===== src/rtl/pipe_ctrl_pkg.sv =====
// Shared types and constants for the pipeline stall/flush controller.
package pipe_ctrl_pkg;

  typedef enum logic [1:0] {
    RUN      = 2'd0,
    MEM_WAIT = 2'd1,
    ERROR    = 2'd2
  } pipe_state_e;

  localparam logic [31:0] NOP_INST = 32'h00000013;
  localparam logic [4:0]  REG_X0   = 5'd0;

  // True when an ID source operand is actually read and names the given register.
  function automatic logic src_matches(input logic       use_src,
                                       input logic [4:0] src_addr,
                                       input logic [4:0] rd_addr);
    return use_src && (src_addr == rd_addr);
  endfunction

endpackage


===== src/rtl/pipe_wait_fsm.sv =====
// Data-memory wait sequencer: RUN / MEM_WAIT / ERROR with a saturating
// timeout counter and a sticky error flag.
module pipe_wait_fsm
  import pipe_ctrl_pkg::*;
#(
  parameter int unsigned MEM_TIMEOUT = 64,
  parameter int unsigned CNT_W       = 7
) (
  input  logic        clk,
  input  logic        rst,
  input  logic        mem_access,
  input  logic        dmem_ack,
  output pipe_state_e state,
  output logic        ctrl_err
);

  pipe_state_e      state_d, state_q;
  logic [CNT_W-1:0] cnt_d, cnt_q;
  logic             err_d, err_q;

  always_ff @(posedge clk or negedge rst) begin
    if (!rst) begin
      state_q <= RUN;
      cnt_q   <= '0;
      err_q   <= 1'b0;
    end else begin
      state_q <= state_d;
      cnt_q   <= cnt_d;
      err_q   <= err_d;
    end
  end

  always_comb begin
    state_d = state_q;
    cnt_d   = cnt_q;
    err_d   = err_q;
    case (state_q)
      RUN: begin
        if (mem_access && !dmem_ack) begin
          state_d = MEM_WAIT;
          cnt_d   = CNT_W'(1);
        end
      end
      MEM_WAIT: begin
        if (dmem_ack) begin
          state_d = RUN;
          cnt_d   = '0;
        end else if (cnt_q >= CNT_W'(MEM_TIMEOUT)) begin
          // Counter holds at the limit; it never wraps back to zero.
          state_d = ERROR;
          err_d   = 1'b1;
        end else begin
          cnt_d = cnt_q + CNT_W'(1);
        end
      end
      ERROR: begin
        err_d = 1'b1;
      end
      default: begin
        state_d = RUN;
        cnt_d   = '0;
      end
    endcase
  end

  assign state    = state_q;
  assign ctrl_err = err_q;

endmodule


===== src/rtl/pipe_hazard_ctrl.sv =====
// Central stall/flush sequencer for the 5-stage pipeline.
// Optional performance counters enabled by defining PIPE_PERF_CNT_EN.
module pipe_hazard_ctrl
  import pipe_ctrl_pkg::*;
#(
  parameter int unsigned MEM_TIMEOUT = 64,
  parameter int unsigned CNT_W       = 7
) (
  input  logic        clk,
  input  logic        rst,
  input  logic [4:0]  id_rs1_addr,
  input  logic [4:0]  id_rs2_addr,
  input  logic        id_use_rs1,
  input  logic        id_use_rs2,
  input  logic [4:0]  ex_rd_addr,
  input  logic        ex_mem_read,
  input  logic        mem_redirect,
  input  logic        mem_access,
  input  logic        dmem_ack,
  output logic        pc_stall,
  output logic        ifid_stall,
  output logic        ifid_flush,
  output logic        idex_stall,
  output logic        idex_flush,
  output logic        exmem_stall,
  output logic        exmem_flush,
  output logic        memwb_flush,
  output logic        ctrl_err,
  output logic [31:0] perf_stall_cnt,
  output logic [31:0] perf_flush_cnt
);

  pipe_state_e state;
  logic        load_use;
  logic        mem_hold;

  pipe_wait_fsm #(
    .MEM_TIMEOUT (MEM_TIMEOUT),
    .CNT_W       (CNT_W)
  ) u_wait_fsm (
    .clk        (clk),
    .rst        (rst),
    .mem_access (mem_access),
    .dmem_ack   (dmem_ack),
    .state      (state),
    .ctrl_err   (ctrl_err)
  );

  assign load_use = ex_mem_read && (ex_rd_addr != REG_X0) &&
                    (src_matches(id_use_rs1, id_rs1_addr, ex_rd_addr) ||
                     src_matches(id_use_rs2, id_rs2_addr, ex_rd_addr));

  // Pipeline freezes on error, during a wait, or on the cycle a wait starts.
  assign mem_hold = (state == ERROR) ||
                    (!dmem_ack && ((state == MEM_WAIT) || mem_access));

  always_comb begin
    pc_stall    = 1'b0;
    ifid_stall  = 1'b0;
    ifid_flush  = 1'b0;
    idex_stall  = 1'b0;
    idex_flush  = 1'b0;
    exmem_stall = 1'b0;
    exmem_flush = 1'b0;
    memwb_flush = 1'b0;
    if (rst) begin
      if (mem_hold) begin
        pc_stall    = 1'b1;
        ifid_stall  = 1'b1;
        idex_stall  = 1'b1;
        exmem_stall = 1'b1;
        memwb_flush = 1'b1;
      end else if (mem_redirect) begin
        ifid_flush  = 1'b1;
        idex_flush  = 1'b1;
        exmem_flush = 1'b1;
      end else if (load_use) begin
        pc_stall   = 1'b1;
        ifid_stall = 1'b1;
        idex_flush = 1'b1;
      end
    end
  end

`ifdef PIPE_PERF_CNT_EN
  logic [31:0] stall_cnt_d, stall_cnt_q;
  logic [31:0] flush_cnt_d, flush_cnt_q;

  // Only a redirect ever raises ifid_flush, so it doubles as the redirect event.
  always_comb begin
    stall_cnt_d = stall_cnt_q + {31'd0, pc_stall};
    flush_cnt_d = flush_cnt_q + {31'd0, ifid_flush};
  end

  always_ff @(posedge clk or negedge rst) begin
    if (!rst) begin
      stall_cnt_q <= '0;
      flush_cnt_q <= '0;
    end else begin
      stall_cnt_q <= stall_cnt_d;
      flush_cnt_q <= flush_cnt_d;
    end
  end

  assign perf_stall_cnt = stall_cnt_q;
  assign perf_flush_cnt = flush_cnt_q;
`else
  assign perf_stall_cnt = '0;
  assign perf_flush_cnt = '0;
`endif

endmodule


===== config.mk =====
export PLATFORM = sky130hd
export DESIGN_NAME = pipe_hazard_ctrl
export DESIGN_NICKNAME = d
export VERILOG_FILES = /design/src/rtl/pipe_ctrl_pkg.sv /design/src/rtl/pipe_wait_fsm.sv /design/src/rtl/pipe_hazard_ctrl.sv
export SDC_FILE = /design/constraint.sdc
export NUM_CORES = 1
export LEC_CHECK = 0
export ABC_AREA = 1
export CAP_MARGIN = 20
export CORE_ASPECT_RATIO = 0.7
export CORE_MARGIN = 4
export CORE_UTILIZATION = 30
export CTS_CLUSTER_DIAMETER = 200
export DETAILED_ROUTE_END_ITERATION = 6
export PLACE_DENSITY = 0.76
export RECOVER_POWER = 50
export SLEW_MARGIN = 5
export SYNTH_ARGS = -nofsm -noshare
export SYNTH_HDL_FRONTEND = slang
export SYNTH_SLANG_ARGS = --single-unit

===== constraint.sdc =====
create_clock -name clk -period 1.34 [get_ports clk]
set_input_delay 0.402 -clock clk [delete_from_list [all_inputs] [get_ports clk]]
set_output_delay 0.402 -clock clk [all_outputs]
set_load 0.03 [all_outputs]

== Word level (Yosys, flattened, before mapping) ==
Index checks and enable logic that the tools add are counted.

* Shift-type cells: 0
* Mux-type cells: 23
* Equal/unequal tests: 9
* Bitwise operators: 1
* Multiply operators: 0
* Add/subtract/negate cells: 1
* Divide/modulo/power cells: 0
* $lt $le $gt $ge: 1
* Reduce and logical (&&, ||, !) cells: 16

{| class="wikitable"
|+ Operator list
! operator !! count
|-
| $mux 7 || 3
|-
| $pmux 7 s3 || 1
|-
| $mux 1 || 14
|-
| $eq 5x5->1 || 2
|-
| $reduce_and 3->1 || 3
|-
| $add 7x1->7 const B || 1
|-
| $ge 7x7->1 const B || 1
|-
| $logic_and 1x1->1 || 6
|-
| $mux 2 || 3
|-
| $pmux 2 s3 || 1
|-
| $reduce_bool 5->1 || 1
|-
| $ne 2x1->1 const B || 2
|-
| $logic_or 1x1->1 || 3
|-
| $ne 3x2->1 const B || 1
|-
| $ne 3x3->1 const B || 1
|-
| $eq 2x1->1 const B || 1
|-
| $eq 2x2->1 const B || 1
|-
| $logic_not 2->1 || 1
|-
| $ne 2x2->1 const B || 1
|-
| $pmux 1 s2 || 1
|-
| $reduce_bool 2->1 || 1
|-
| $logic_not 1->1 || 1
|-
| $not 1->1 || 1
|}

* Bits of input ports: 23
* Output and inout port bits: 73
* Memories kept: 0
* Flip-flop bits (word level): 10
* Logic and storage cells: 54
* Memory bits (writable): 0
* Latch bits: 0
* Bits in read-only memories: 0

== Logic depth before layout (Yosys ltp) ==
Gate-level depths: netlist of the first run.

* Word-level depth: 8
* Mapped depth: 9
* Depth with buffers taken out: 9

== Modules after synthesis ==
From an unflattened synthesis of the first run, not the netlist that was laid out.

* Cells, all modules: 209
* Area total of the unflattened synthesis: 1,350.0 um^2

{| class="wikitable"
|+ Modules (own cells, without submodules)
! module !! times used !! cells each !! seq. area each (um^2) !! area each (um^2)
|-
| pipe_hazard_ctrl || 1 || 140 || 0.0 || 795.8
|-
| pipe_wait_fsm || 1 || 69 || 250.2 || 554.3
|}

== Worst setup path after synthesis of the first run ==
No wires, ideal clock.

* Path kind: register to output
* Start point: register u_wait_fsm.state_q[1], in the netlist u_wait_fsm.state[1]
* End point: output port ifid_flush
* Cell stages (with the launch flop): 10
* Path buffers: 1
* Required time: 0.938 ns
* Arrival: 1.311 ns
* Slack: -0.373 ns
* Cell sequence: dfrtp_1 inv_1 nand2_2 nor2_4 inv_2 nand3_1 nor2_1 nand2_1 inv_1 buf_4

* Word-level cells in the longest chain between the ends: 6
* Elaborated cells on any way between the ends: 7
* Classes of those cells: 2 x eq/ne; 2 x mux; 3 x reduce/logical

{| class="wikitable"
|+ RTL lines
! item !! line !! RTL
|-
| start: declaration || pipe_wait_fsm.sv:17 || <nowiki>pipe_state_e state_d, state_q;</nowiki>
|-
| start signal: assignment || pipe_wait_fsm.sv:27 || <nowiki>state_q <= state_d;</nowiki>
|-
| $eq 2x1->1 || pipe_hazard_ctrl.sv:55 || <nowiki>(!dmem_ack && ((state == MEM_WAIT) || mem_access));</nowiki>
|-
| $logic_or 1x1->1 || pipe_hazard_ctrl.sv:55 ||
|-
| $logic_and 1x1->1 || pipe_hazard_ctrl.sv:55 ||
|-
| $logic_or 1x1->1 * || pipe_hazard_ctrl.sv:54 || <nowiki>assign mem_hold = (state == ERROR) ||</nowiki>
|-
| $mux 1 * (2 in a row) || - ||
|-
| end: declaration || pipe_hazard_ctrl.sv:22 || <nowiki>output logic ifid_flush,</nowiki>
|}

Mark *: on every way between the ends. The rest lies on a longest branch, timed or not.

== Final worst setup path of the first run ==
* Start point: register u_wait_fsm.state_q[1], in the netlist u_wait_fsm.state[1]
* End point: output port idex_flush

* Word-level cells in the longest chain between the ends: 6
* Elaborated cells on any way between the ends: 7
* Classes of those cells: 2 x eq/ne; 2 x mux; 3 x reduce/logical

{| class="wikitable"
|+ RTL lines
! item !! line !! RTL
|-
| $eq 2x1->1 || pipe_hazard_ctrl.sv:55 ||
|-
| $logic_or 1x1->1 || pipe_hazard_ctrl.sv:55 ||
|-
| $logic_and 1x1->1 || pipe_hazard_ctrl.sv:55 ||
|-
| $logic_or 1x1->1 * || pipe_hazard_ctrl.sv:54 ||
|-
| $mux 1 * || pipe_hazard_ctrl.sv:67 || <nowiki>if (mem_hold) begin</nowiki>
|-
| $mux 1 * || pipe_hazard_ctrl.sv:66 || <nowiki>if (rst) begin</nowiki>
|-
| end: declaration || pipe_hazard_ctrl.sv:24 || <nowiki>output logic idex_flush,</nowiki>
|}

Marks and branches as above.

==> out/results.tsv, run 1 <==
stage	metric	value	unit
status	outcome	finished with violations	
status	failed_checks	negative setup slack	
placement	dp_slack	-804	ps
logic_synthesis	yosysTopAreaCell	buf_4	
logic_synthesis	syn_area_per_cell	6.51	um^2
logic_synthesis	synth_top_area_share	38.5	%
global_route	grt.overflow.total	0	
floorplan	initial_core_util	32.5	%
logic_synthesis	syn_inst	204	
cells_and_area	regArea	250	um^2
global_route	grt_pass1_vias	899	
cts	cts_buffers	3	
worst_setup_path	crit_slowest_cell	dfrtp_1	
global_route	grt_max_degree	11	
route	viasPerCell	3.67	
route	drc_errors	0	
cts	clk_pin_slew	40	ps
worst_setup_path	worstReg2RegStart	u_wait_fsm.state[1]	
logic_synthesis	synth_edf_count	0	
logic_synthesis	synth_flop_cell	dfrtp_1	
cells_and_area	areaGrowthSynthToFinish	20.2	%
cts	cts_root_buf	clkbuf_8	
floorplan	core_area	4090	um^2
timing	setup_slack	-402	ps
placement	gp_congestion	0.869	
timing	skew	0.410	ps
route	vias	1087	
worst_setup_path	cp-start-kind	register	
cells_and_area	multi_input_area	796	um^2
cts	cts_tree	done	
worst_setup_path	r2r_setup_slack	70	ps
worst_setup_path	startpoint	u_wait_fsm.state[1]	
route	wire_per_inst	9.04	um
timing	maxSlewViolCount	0	
placement	io_buffers	31	
timing	setup_viol	8	
timing	tightestPinTransition	546	ps
global_route	grt_pass1_wl	3920	um
min_path	worstHoldPathType	input pin to asynchronous set/reset pin	
global_route	gr-usage-all-layers	8.64	%
timing	clock.fmax	0.574	GHz
worst_setup_path	crit_type	register to primary output	
logic_synthesis	ys_ff_latch	10	
logic_synthesis	synth-seq-area-share	18.9	%
cells_and_area	fin_nets	270	
logic_synthesis	ys_types	22	
floorplan	die_area	5570	um^2
placement	hpwl	2320	um
worst_setup_path	cp-end-kind	primary output	
route	drt-pass1-iter-count	4	
floorplan	ios	96	
cells_and_area	n_antenna_cell	0	
worst_setup_path	path_max_fanout	3	
logic_synthesis	async_flop_share	100	%
cells_and_area	drive_gt1_share	30.7	%
cts	clock_latency	230	ps
pwr	ir_drop	696	uV
logic_synthesis	ys_warn_count	0	
worst_setup_path	reg2reg_to	u_wait_fsm.cnt_q[3]	
cts	cts.path.max_buffers	2	
logic_synthesis	ys_top_cells_by_area	buf_4, dfrtp_1, nand2_1	
cts	cts.sinks	10	
run	max_cap_violations	0	
worst_setup_path	arrival	1340	ps
timing	post-route-period-util	130	%
worst_setup_path	crit_required	940	ps
timing	fin_hold_ws	493	ps
timing	period_needed	1740	ps
floorplan	rows	19	
route	antenna_left	0	
worst_setup_path	critPathMaxStageDelay	390	ps
global_route	antenna_found_initial	0	
timing	grt_setup_unrepaired	yes	
floorplan	chipWidth	87.5	um
floorplan	dieHeight	63.7	um
timing	hold_viol_final	0	
logic_synthesis	syn-cell-area	1330	um^2
cells_and_area	n_fill_cell	450	
pwr	leakagePower	0.928	nW
timing	slew_headroom	63.6	%
cts	htree_levels	1	
worst_setup_path	crit_chain	inv_2 > nand2_4 > nor2_4 > inv_2 > nand3_4 > nor2_4 > nand3_2 > nand2_2 > buf_6	
worst_setup_path	r2r_cells	8	
pwr	p_per_area	810	nW/um^2
route	drt-total-wl	2680	um
route	drt_iter0_drc	43	
cells in the mapped netlist, types with 2 or more instances:
library cell and n:
o21ai_2 2, nand2_1 50, nand3_1 10, inv_1 23
or2_2 2, nand2_2 3, o21ai_0 4, o21ai_1 2
nand4_1 3, buf_4 68, dfrtp_1 10, nor2_1 15
inv_2 3
where the power goes:
part / switching (W) / internal, W / leakage, nW
clock: 0.000102 / 0.000195 / 0.0216
sequential: 0.0000250 / 0.000326 / 0.130
combinational: 0.000467 / 0.000176 / 0.776
worst max-delay path: cells and delay by family (launching register included):
family / cells / cell delay, ps
buffers and inverters: 3 / 260
flip-flops: 1 / 390
AND/OR/NAND/NOR: 6 / 460
area by class of cell:
cell class	instances	share of cell area, %
timing repair buffer	42	21.3
sequential	10	15.7
inverter	26	6.43
multi-input combinational	163	49.9
clock buffer	3	2.59
tap	52	4.08
cells in the final DEF, fill, tap and decap left out, drive strengths merged:
| cell type | Yosys | layout |
|---|---|---|
| buf | 68 | 26 |
| clkbuf | 0 | 10 |
| clkdlybuf4s15 | 0 | 3 |
| clkdlybuf4s50 | 0 | 1 |
| conb | 1 | 64 |
| dfrtp | 10 | 10 |
| dlygate4sd2 | 0 | 5 |
| ha | 1 | 1 |
| inv | 26 | 26 |
| nand2 | 54 | 54 |
| nand3 | 10 | 10 |
| nand4 | 3 | 3 |
| nor2 | 17 | 17 |
| nor3 | 1 | 1 |
| o21a | 1 | 1 |
| o21ai | 8 | 8 |
| o22ai | 1 | 1 |
| or2 | 2 | 2 |
| xor2 | 1 | 1 |
worst max-delay path by stage:
stage | to | depth (start not counted)
6_report | idex_flush | 9
5_1_grt | exmem_flush | 9
4_1_cts | idex_flush | 9
3_3_place_gp | ifid_stall | 10
2_1_floorplan | ifid_flush | 9
3_5_place_dp | ifid_stall | 10
sequential cells by signal, summed over array words and instances (netlist names):
register             count
u_wait_fsm.cnt_q         7
u_wait_fsm.state         2
u_wait_fsm.ctrl_err      1
metal layers:
metal,global-route usage [%],part of all wire (%),wire [um]
met3,1.69,7.8,210
met4,2.30,1.6,43
met1,11.7,40,1080
met5,0,0,0
met2,13.9,50,1340
repair_timing:
item | in CTS | in global routing
gates resized for setup | 57 | 30
endpoints found under the setup margin | 16 | 11
pin swaps | 24 | 20
setup buffers | 0 | 1
hold buffers | 0 | 0
logic make-up after synthesis:
family	synth area share (%)
buffers and inverters	45.8
and+or+nand+nor	28.8
AOI/OAI and AO/OA	4.62
DFF	18.9
xor gates and xnor gates	0.660
adders and majority gates	0.942
other	0.282
metrics by stage:
stage | setup TNS [ps] | util (%) | power [W] | area (um^2) | std cells
final | -2980 | 39.0 | 0.00129 | 1600 | 296
after global placement | -9210 | 37.1 | 0.000956 | 1520 | 292
after detailed placement | -9420 | 37.1 | 0.000962 | 1520 | 292
after CTS | -3060 | 38.3 | 0.00127 | 1570 | 295
after floorplan | -1080 | - | 0.000955 | 1600 | 267
after global routing | -3620 | 39.0 | 0.00139 | 1600 | 296
Note: power is estimated with default switching activity, not from simulation.
==> run 2, diff against run 1 <==
--- a/config.mk
+++ b/config.mk
@@ -9,12 +9,12 @@
 export CAP_MARGIN = 20
 export CORE_ASPECT_RATIO = 0.7
 export CORE_MARGIN = 4
-export CORE_UTILIZATION = 30
+export CORE_UTILIZATION = 32
 export CTS_CLUSTER_DIAMETER = 200
 export DETAILED_ROUTE_END_ITERATION = 6
-export PLACE_DENSITY = 0.76
+export PLACE_DENSITY = 0.8
 export RECOVER_POWER = 50
-export SLEW_MARGIN = 5
+export SLEW_MARGIN = 20
 export SYNTH_ARGS = -nofsm -noshare
 export SYNTH_HDL_FRONTEND = slang
 export SYNTH_SLANG_ARGS = --single-unit
==> out/results.tsv, run 2 (same netlist as run 1, synthesis figures left out) <==
stage	metric	value	unit	change
route	drt-total-wl	2870	um	+7.3%
cells_and_area	final_cell_mix	conb_1, nand2_1, inv_1		
worst_setup_path	crit_chain	inv_2 > nand2_4 > nor2_4 > inv_2 > nand3_4 > nor2_4 > nand3_2 > nand2_2 > buf_6		
timing	period_needed	1780	ps	+40.1 ps
floorplan	chipWidth	85.0	um	-2.9%
worst_setup_path	crit_slowest_cell	dfrtp_1		
global_route	gr-usage-all-layers	9.97	%	+1.3 points
cts	htree_levels	1		unchanged
route	drc_errors	0		unchanged
cts	clk_pin_slew	50	ps	about the same
global_route	grt_pass1_vias	995		+11%
cells_and_area	layout_commonest_cell	conb_1		
cts	cts_buffers	3		unchanged
route	viasPerCell	3.74		+1.8%
route	wire_per_inst	9.54	um	+5.5%
worst_setup_path	arrival	1380	ps	+40 ps
floorplan	core_area	3970	um^2	-2.9%
route	drt-pass1-iter-count	4		unchanged
worst_setup_path	path_max_fanout	3		unchanged
pwr	power_frac_comb	48.2	%	-1.6 points
timing	skew	4.71	ps	+4.30 ps
global_route	grt_pass1_wl	4210	um	+7.4%
cts	cts.path.max_buffers	2		unchanged
global_route	grt.overflow.total	0		unchanged
cells_and_area	utilization	42.0	%	+3.0 points
route	antenna_left	0		unchanged
timing	setup_viol	11		+3
pwr	leakagePower	0.989	nW	+6.6%
pwr	swShare	44.8	%	-1.2 points
pwr	p_int	0.000783	W	+12%
timing	hold_viol_final	0		unchanged
cells_and_area	n_antenna_cell	0		unchanged
global_route	grt_max_degree	11		unchanged
pwr	p_total	0.00142	W	+9.8%
worst_setup_path	cp-end-kind	primary output		
cts	cts_hold_buffers	0		unchanged
worst_setup_path	critPathMaxStageDelay	400	ps	about the same
worst_setup_path	cp_top_family	simple AND/OR/NAND/NOR gates		
timing	maxSlewViolCount	0		unchanged
worst_setup_path	path_buf_inv	3		unchanged
pwr	p_per_area	851	nW/um^2	+5.1%
pwr	seq_power_share	24.8	%	-2.4 points
worst_setup_path	crit_required	940	ps	about the same
placement	hpwl	2340	um	+1.1%
floorplan	die_area	5260	um^2	-5.6%
status	failed_checks	negative setup slack		
timing	setup_slack	-442	ps	-40.1 ps
run	max_cap_violations	0		unchanged
cts	cts.sinks	10		unchanged
placement	io_buffers	31		unchanged
placement	gp_congestion	0.963		+11%
cts	cts_tree	done		
pwr	ir_drop	397	uV	-43%
pwr	switchingPower	0.000636	W	+7.0%
pwr	pwr-share-clk	27.0	%	+4.0 points
cells_and_area	largest_reg_flops	7		unchanged
worst_setup_path	cp-start-kind	register		
floorplan	rows	19		unchanged
status	outcome	finished with violations		
cts	clock_latency	240	ps	about the same
floorplan	initial_core_util	33.4	%	+0.97 points
worst_setup_path	crit_type	register to primary output		
timing	grt_setup_unrepaired	yes		
floorplan	ios	96		unchanged
cells_and_area	drive_gt1_share	32.1	%	+1.4 points
min_path	worstHoldPathType	input pin to register		
route	drt_iter0_drc	63		+47%
cells_and_area	top_register	u_wait_fsm.cnt_q		
cells_and_area	fin_nets	274		+1.5%
cells_and_area	areaGrowthSynthToFinish	25.6	%	
timing	fin_hold_ws	442	ps	-50.4 ps
global_route	antenna_found_initial	0		unchanged
timing	tightestPinTransition	546	ps	-0.128 ps
floorplan	dieHeight	61.9	um	-2.8%
route	vias	1125		+3.5%
timing	slew_headroom	63.6	%	about the same
timing	clock.fmax	0.561	GHz	-2.3%
timing	post-route-period-util	133	%	+3.0 points
cts	cts_root_buf	clkbuf_8		
==> run 2: cell types whose count changed in the layout (fill, tap and decap cells not counted), sizes merged <==
cell,change
dlymetal6s2s,+1
dlygate4sd2,-2
buf,+5
clkdlybuf4s15,-2
clkbuf,+3
==> run 2: path summary, 6_finish.rpt <==
check / to / from / slack (ps) / depth (start not counted)
min: u_wait_fsm.cnt_q[4] / dmem_ack / 440 / 4
min reg2reg: u_wait_fsm.cnt_q[3] / u_wait_fsm.cnt_q[3] / 520 / 1
max reg2reg: u_wait_fsm.cnt_q[3] / u_wait_fsm.state[1] / 20 / 8
max: idex_flush / u_wait_fsm.state[1] / -440 / 9
max in group asynchronous: u_wait_fsm.cnt_q[1] / rst / 500 / 3
min in group asynchronous: u_wait_fsm.state[0] / rst / 470 / 3
==> run 2: worst reg2reg max path, delay by kind of cell, from the launching register on <==
family | cells | cell delay, ps
buffers and inverters | 4 | 420
and+or+nand+nor | 2 | 160
AOI/OAI and AO/OA | 2 | 260
DFF | 1 | 410
==> run 2: layout make-up <==
cell class                      instances  area (um^2)
Fill cell                             403         2300
Clock buffer                            4         55.1
Multi-Input combinational cell        163          803
Tap cell                               52         65.1
Sequential cell                        10          250
Inverter                               26          108
Timing Repair Buffer                   46          387
==> run 2: per-stage QoR <==
step	std cells	setup WS, ps	cell area [um^2]	TNS, ps
after floorplan	267	-249	1600	-1080
after global placement	292	-768	1520	-9280
after detailed placement	292	-773	1520	-9340
after CTS	297	-432	1590	-3130
after global routing	301	-519	1670	-4120
final	301	-442	1670	-3450
==> run 2: metal layers <==
layer	share of wire, %	track usage [%]	up-vias
li1	-	-	579
met1	39	12.3	493
met2	52	17.7	49
met3	7.9	2.64	4
met4	1.0	2.71	0
met5	0	0	-
==> run 2: power by group through the flow <==
stage	clock (W)	combinational, W	sequential (W)
finish	0.000383	0.000684	0.000353
global route	0.000409	0.000737	0.000358
CTS	0.000392	0.000626	0.000347
detailed placement	0	0.000614	0.000352
global placement	0	0.000605	0.000351
floorplan	0	0.000609	0.000347
==> run 2: what timing repair did <==
| item | CTS | global route |
|---|---|---|
| hold endpoints to repair | 0 | 0 |
| setup endpoints to repair | 16 | 11 |
| setup buffers | 1 | 6 |
| gates cloned | 0 | 0 |
| pin swaps | 27 | 20 |
| gates resized for setup | 62 | 40 |
==> run 3, diff against run 2 <==
--- a/config.mk
+++ b/config.mk
@@ -12,8 +12,10 @@
 export CORE_UTILIZATION = 32
 export CTS_CLUSTER_DIAMETER = 200
 export DETAILED_ROUTE_END_ITERATION = 6
+export MAX_ROUTING_LAYER = met4
 export PLACE_DENSITY = 0.8
 export RECOVER_POWER = 50
+export SKIP_CTS_REPAIR_TIMING = 1
 export SLEW_MARGIN = 20
 export SYNTH_ARGS = -nofsm -noshare
 export SYNTH_HDL_FRONTEND = slang
==> out/results.tsv, run 3 (same netlist as run 1, synthesis figures left out) <==
stage	metric	value	unit	change
status	outcome	finished with violations		
status	failed_checks	negative setup slack		
cells_and_area	final_cell_mix	conb_1, nand2_1, dlymetal6s2s_1		
pwr	p_per_area	819	nW/um^2	-3.8%
timing	post-route-period-util	132	%	-1.2 points
cells_and_area	largest_reg_flops	7		unchanged
floorplan	chipWidth	85.0	um	unchanged
pwr	seq_power_share	25.3	%	+0.5 points
timing	hold_viol_final	0		unchanged
timing	clock.fmax	0.566	GHz	+0.94%
route	viasPerCell	3.63		-2.9%
cells_and_area	drive_gt1_share	22.4	%	-9.7 points
cells_and_area	areaGrowthSynthToFinish	26.2	%	
timing	grt_setup_unrepaired	yes		
timing	maxSlewViolCount	0		unchanged
pwr	swShare	44.0	%	-0.78 points
timing	setup_viol	8		-3
worst_setup_path	cp-end-kind	primary output		
global_route	grt_pass1_wl	3940	um	-6.4%
floorplan	ios	96		unchanged
worst_setup_path	crit_slowest_cell	dfrtp_1		
route	wire_per_inst	9.16	um	-3.9%
pwr	switchingPower	0.000604	W	-5.1%
timing	setup_tns	-3180	ps	+273 ps
pwr	ir_drop	428	uV	+7.8%
cts	htree_levels	1		unchanged
pwr	p_int	0.000767	W	-2.0%
global_route	grt_pass1_vias	941		-5.4%
worst_setup_path	path_buf_inv	3		unchanged
cts	cts_tree	done		
cells_and_area	utilization	42.2	%	+0.19 points
global_route	antenna_found_initial	0		unchanged
floorplan	rows	19		unchanged
cells_and_area	layout_commonest_cell	conb_1		
worst_setup_path	crit_chain	inv_2 > nand2_2 > nor2_4 > inv_2 > nand3_4 > nor2_4 > nand3_1 > nand2_2 > buf_6		
route	drt-total-wl	2720	um	-5.2%
route	drt-pass1-iter-count	4		unchanged
cells_and_area	top_register	u_wait_fsm.cnt_q		
timing	tightestPinTransition	526	ps	-20.7 ps
run	max_cap_violations	0		unchanged
cts	cts.path.max_buffers	2		unchanged
placement	gp_congestion	0.981		+1.9%
cells_and_area	fin_nets	270		-1.5%
global_route	gr-usage-all-layers	9.62	%	-0.36 points
pwr	pwr-share-clk	27.6	%	+0.6 points
timing	slew_headroom	65.0	%	+1.4 points
global_route	grt.overflow.total	0		unchanged
cts	cts.sinks	10		unchanged
cts	clock_latency	240	ps	about the same
pwr	leakagePower	1.08	nW	+9.4%
cts	clk_pin_slew	50	ps	about the same
worst_setup_path	cp_top_family	simple AND/OR/NAND/NOR gates		
route	drc_errors	0		unchanged
global_route	grt_max_degree	11		unchanged
route	drt_iter0_drc	59		-6.3%
worst_setup_path	crit_required	940	ps	about the same
timing	period_needed	1770	ps	-16.7 ps
worst_setup_path	path_max_fanout	3		unchanged
floorplan	dieHeight	61.9	um	unchanged
route	vias	1078		-4.2%
cts	cts_root_buf	clkbuf_8		
route	antenna_left	0		unchanged
timing	skew	2.85	ps	-1.86 ps
min_path	worstHoldPathType	input pin to register		
worst_setup_path	crit_type	register to primary output		
floorplan	core_area	3970	um^2	unchanged
cts	cts_buffers	3		unchanged
placement	io_buffers	31		unchanged
worst_setup_path	cp-start-kind	register		
cells_and_area	n_antenna_cell	0		unchanged
floorplan	die_area	5260	um^2	unchanged
worst_setup_path	arrival	1360	ps	-20 ps
timing	setup_slack	-426	ps	+16.7 ps
pwr	power_frac_comb	47.1	%	-1.1 points
placement	hpwl	2340	um	unchanged
worst_setup_path	critPathMaxStageDelay	380	ps	-20 ps
floorplan	initial_core_util	33.4	%	unchanged
placement	dp_slack	-773	ps	unchanged
==> run 3: changes by cell type in the layout (fill, tap and decap cells not counted), moves of 2 or more <==
cell	previous run	this run
dlygate4sd2_1	3	0
buf_2	6	0
nand2_1	43	45
inv_2	8	10
o21ai_0	1	4
dlymetal6s2s_1	1	18
clkbuf_2	8	1
o21ai_1	4	2
nand2_4	4	2
buf_6	12	6
==> run 3: power groups by stage <==
stage / combinational (W) / sequential, W / clock (W)
2_1_floorplan: 0.000609 / 0.000347 / 0
3_3_place_gp: 0.000605 / 0.000351 / 0
3_5_place_dp: 0.000614 / 0.000352 / 0
4_1_cts: 0.000616 / 0.000347 / 0.000392
5_1_grt: 0.000702 / 0.000352 / 0.000408
6_report: 0.000646 / 0.000347 / 0.000378
==> run 3: metrics by stage <==
| step | cell area [um^2] | power [W] | instances | hold slack [ps] |
|---|---|---|---|---|
| CTS | 1570 | 0.00136 | 296 | 523 |
| detailed placement | 1520 | 0.000966 | 292 | 512 |
| global route | 1680 | 0.00146 | 297 | 543 |
| floorplan | 1600 | 0.000955 | 267 | 106 |
| global placement | 1520 | 0.000955 | 292 | 520 |
| finish | 1680 | 0.00137 | 297 | 513 |
==> run 3: worst paths after layout <==
check                                         start             endpoint  slack, ps  cells past startpoint
max in group asynchronous                       rst  u_wait_fsm.cnt_q[1]        440                      3
worst max register to register  u_wait_fsm.state[1]  u_wait_fsm.cnt_q[4]         70                      9
min in group asynchronous                       rst  u_wait_fsm.state[0]        550                      3
worst min-delay path                       dmem_ack  u_wait_fsm.cnt_q[4]        510                      4
worst max-delay path            u_wait_fsm.state[1]           idex_flush       -430                      9
worst min register to register  u_wait_fsm.cnt_q[3]  u_wait_fsm.cnt_q[3]        520                      1
==> run 3: metal layers <==
layer	vias up	routed length (um)	GRT usage (%)
met5	-	0	-
li1	569	-	-
met2	40	1420	16.6
met4	0	18	1.35
met1	467	1090	11.9
met3	2	195	2.37
==> run 3: cell type report <==
class	count	area (um^2)
flip-flops and latches	10	250
well taps	52	65.1
inverters	26	100
clock buffers	4	55.1
fillers	396	2290
repair buffers	42	442
multi-input cells	163	763
==> run 3: tightest hold or removal path, stage by stage <==
cell	delay [ps]
clkbuf_2	140
nor2_1	60
nand3_1	60
nand2_1	50
==> variant: new RTL, config.mk and constraints of run 3 <==
The option `PIPE_PERF_CNT_EN` is turned on by a define.
--- a/src/rtl/pipe_hazard_ctrl.sv
+++ b/src/rtl/pipe_hazard_ctrl.sv
@@ -1,4 +1,6 @@
 // Central stall/flush sequencer for the 5-stage pipeline.
 // Optional performance counters enabled by defining PIPE_PERF_CNT_EN.
+`define PIPE_PERF_CNT_EN
+
 module pipe_hazard_ctrl
   import pipe_ctrl_pkg::*;
Behaviour: not the same (a bounded check fails within 4 cycles, from zero or initial values and one cycle with rst low).
==> variant against run 3 <==
  * The run still ends with negative setup slack left
  * Cell area increased to 4.4 times the old value
  * Synthesized area increased to 3.2 times the old value
  * Total power increased to 5.2 times the old value
  * Setup slack got worse by 0.20 ns
  * Final cell count increased to 3.3 times the old value
  * Routed wire length increased to 5.2 times the old value
  * Non-clock buffer count increased by 193
  * Sequential cell count increased by 64
  * Largest power group is now sequential cells
  * Highest routed layer unchanged
==> variant: results <==
global_routing:
  grt_pass1_vias: 4264
  grt_pass1_wl_um: 21300
  track_usage_pct: 17.7
  grt_start_max_net_pins: 75
synth:
  synth-main-ff-cell: "dfrtp_1"
  synth_xor_area_share_pct: 7.60
  syn_avg_cell_area_um2: 7.55
  synth_compound_area_share_pct: 1.94
  synth_commonest_cells: "nand2_1 (196), dfrtp_1 (74), nor2_1 (71)"
  ys_types: 28
  synthAdderAreaFrac_pct: 1.47
  synth_area_leaders: "dfrtp_1 (43%), nand2_1 (17%), nor2_1 (6.2%)"
  yosys_warnings: 0
  synth-seq-area-share_pct: 43.4
critical_path:
  slowest_delay_ns: 0.44
  slowest_stage: "dfrtp_2"
  rr_startpoint: "u_wait_fsm.state[0]"
  path_max_fanout: 4
  crit_path_end: "perf_stall_cnt[16]"
  critPathLaunchType: "flip-flop"
  r2r_cells: 14
place:
  gp_congestion: 0.922
  dp_slack_ns: -1.31
  port_buffers: 95
  placed_cell_area_um2: 6200
  place_hpwl_um: 10200
  placed_cells: 914
cells_and_area:
  drive_gt1_share_pct: 41.6
  nFillCells: 1045
  nNetsFinal: 835
  instances_no_fill: 974
clock_tree:
  cts_buffers: 9
  clock_latency_ns: 0.34
  clkSlewWorstSetupHoldPaths_ns: 0.06
  cts_root_buf: "clkbuf_16"
  h-tree-depth: 3
pwr:
  p_leak_nw: 3.73
  ir_drop_mv: 1.19
drt:
  detail_route.wl_per_cell_um: 14.5
  drt-initial-drc-count: 287
  vias_per_cell: 4.71
  first_pass_iters: 5
outcome:
  outcome: "finished with violations"
  violations: "negative setup slack"
hold_path:
  hold_path_depth: 3
  whs_endpoint: "u_wait_fsm.state[0]"
  hold_path_class: "in2reg"
  hold_path.startpoint: "mem_access"
sta:
  finalWorstSetupSlack_ns: -0.630
  setup-violations-final: 118
  slew_headroom_pct: 35.6
  fin_hold_ws_ns: 0.428
  finalClockSkew_ns: 0.00929
  totalNegativeSetupSlack_ns: -37.67
variant: critical path: cells and delay by family, from the launching register on:
| kind | cells | cell delay (ns) |
|---|---|---|
| simple gates | 8 | 0.69 |
| flops | 1 | 0.44 |
| fa+ha+maj | 2 | 0.29 |
| buf+inv | 3 | 0.28 |
| xor+xnor | 1 | 0.15 |
variant: layout make-up:
type	count	area, um2	share of cell area (%)
Multi-Input combinational cell	421	2430	32.8
Inverter	66	273	3.69
Timing Repair Buffer	235	2330	31.4
Clock inverter	5	56.3	0.761
Tap cell	162	203	2.74
Clock buffer	11	233	3.14
Sequential cell	74	1880	25.4
variant: metal layers:
| metal | up-vias | track usage (%) | routed length, um |
|---|---|---|---|
| li1 | 2249 | - | - |
| met1 | 2158 | 24.9 | 6470 |
| met5 | - | - | 0 |
| met3 | 19 | 4.59 | 890 |
| met4 | 0 | 3.56 | 195 |
| met2 | 163 | 25.9 | 6530 |
variant: where the power goes:
group,switching (mW),internal (mW)
Clock,0.957,1.44
Sequential,0.242,2.43
Combinational,1.01,1.02
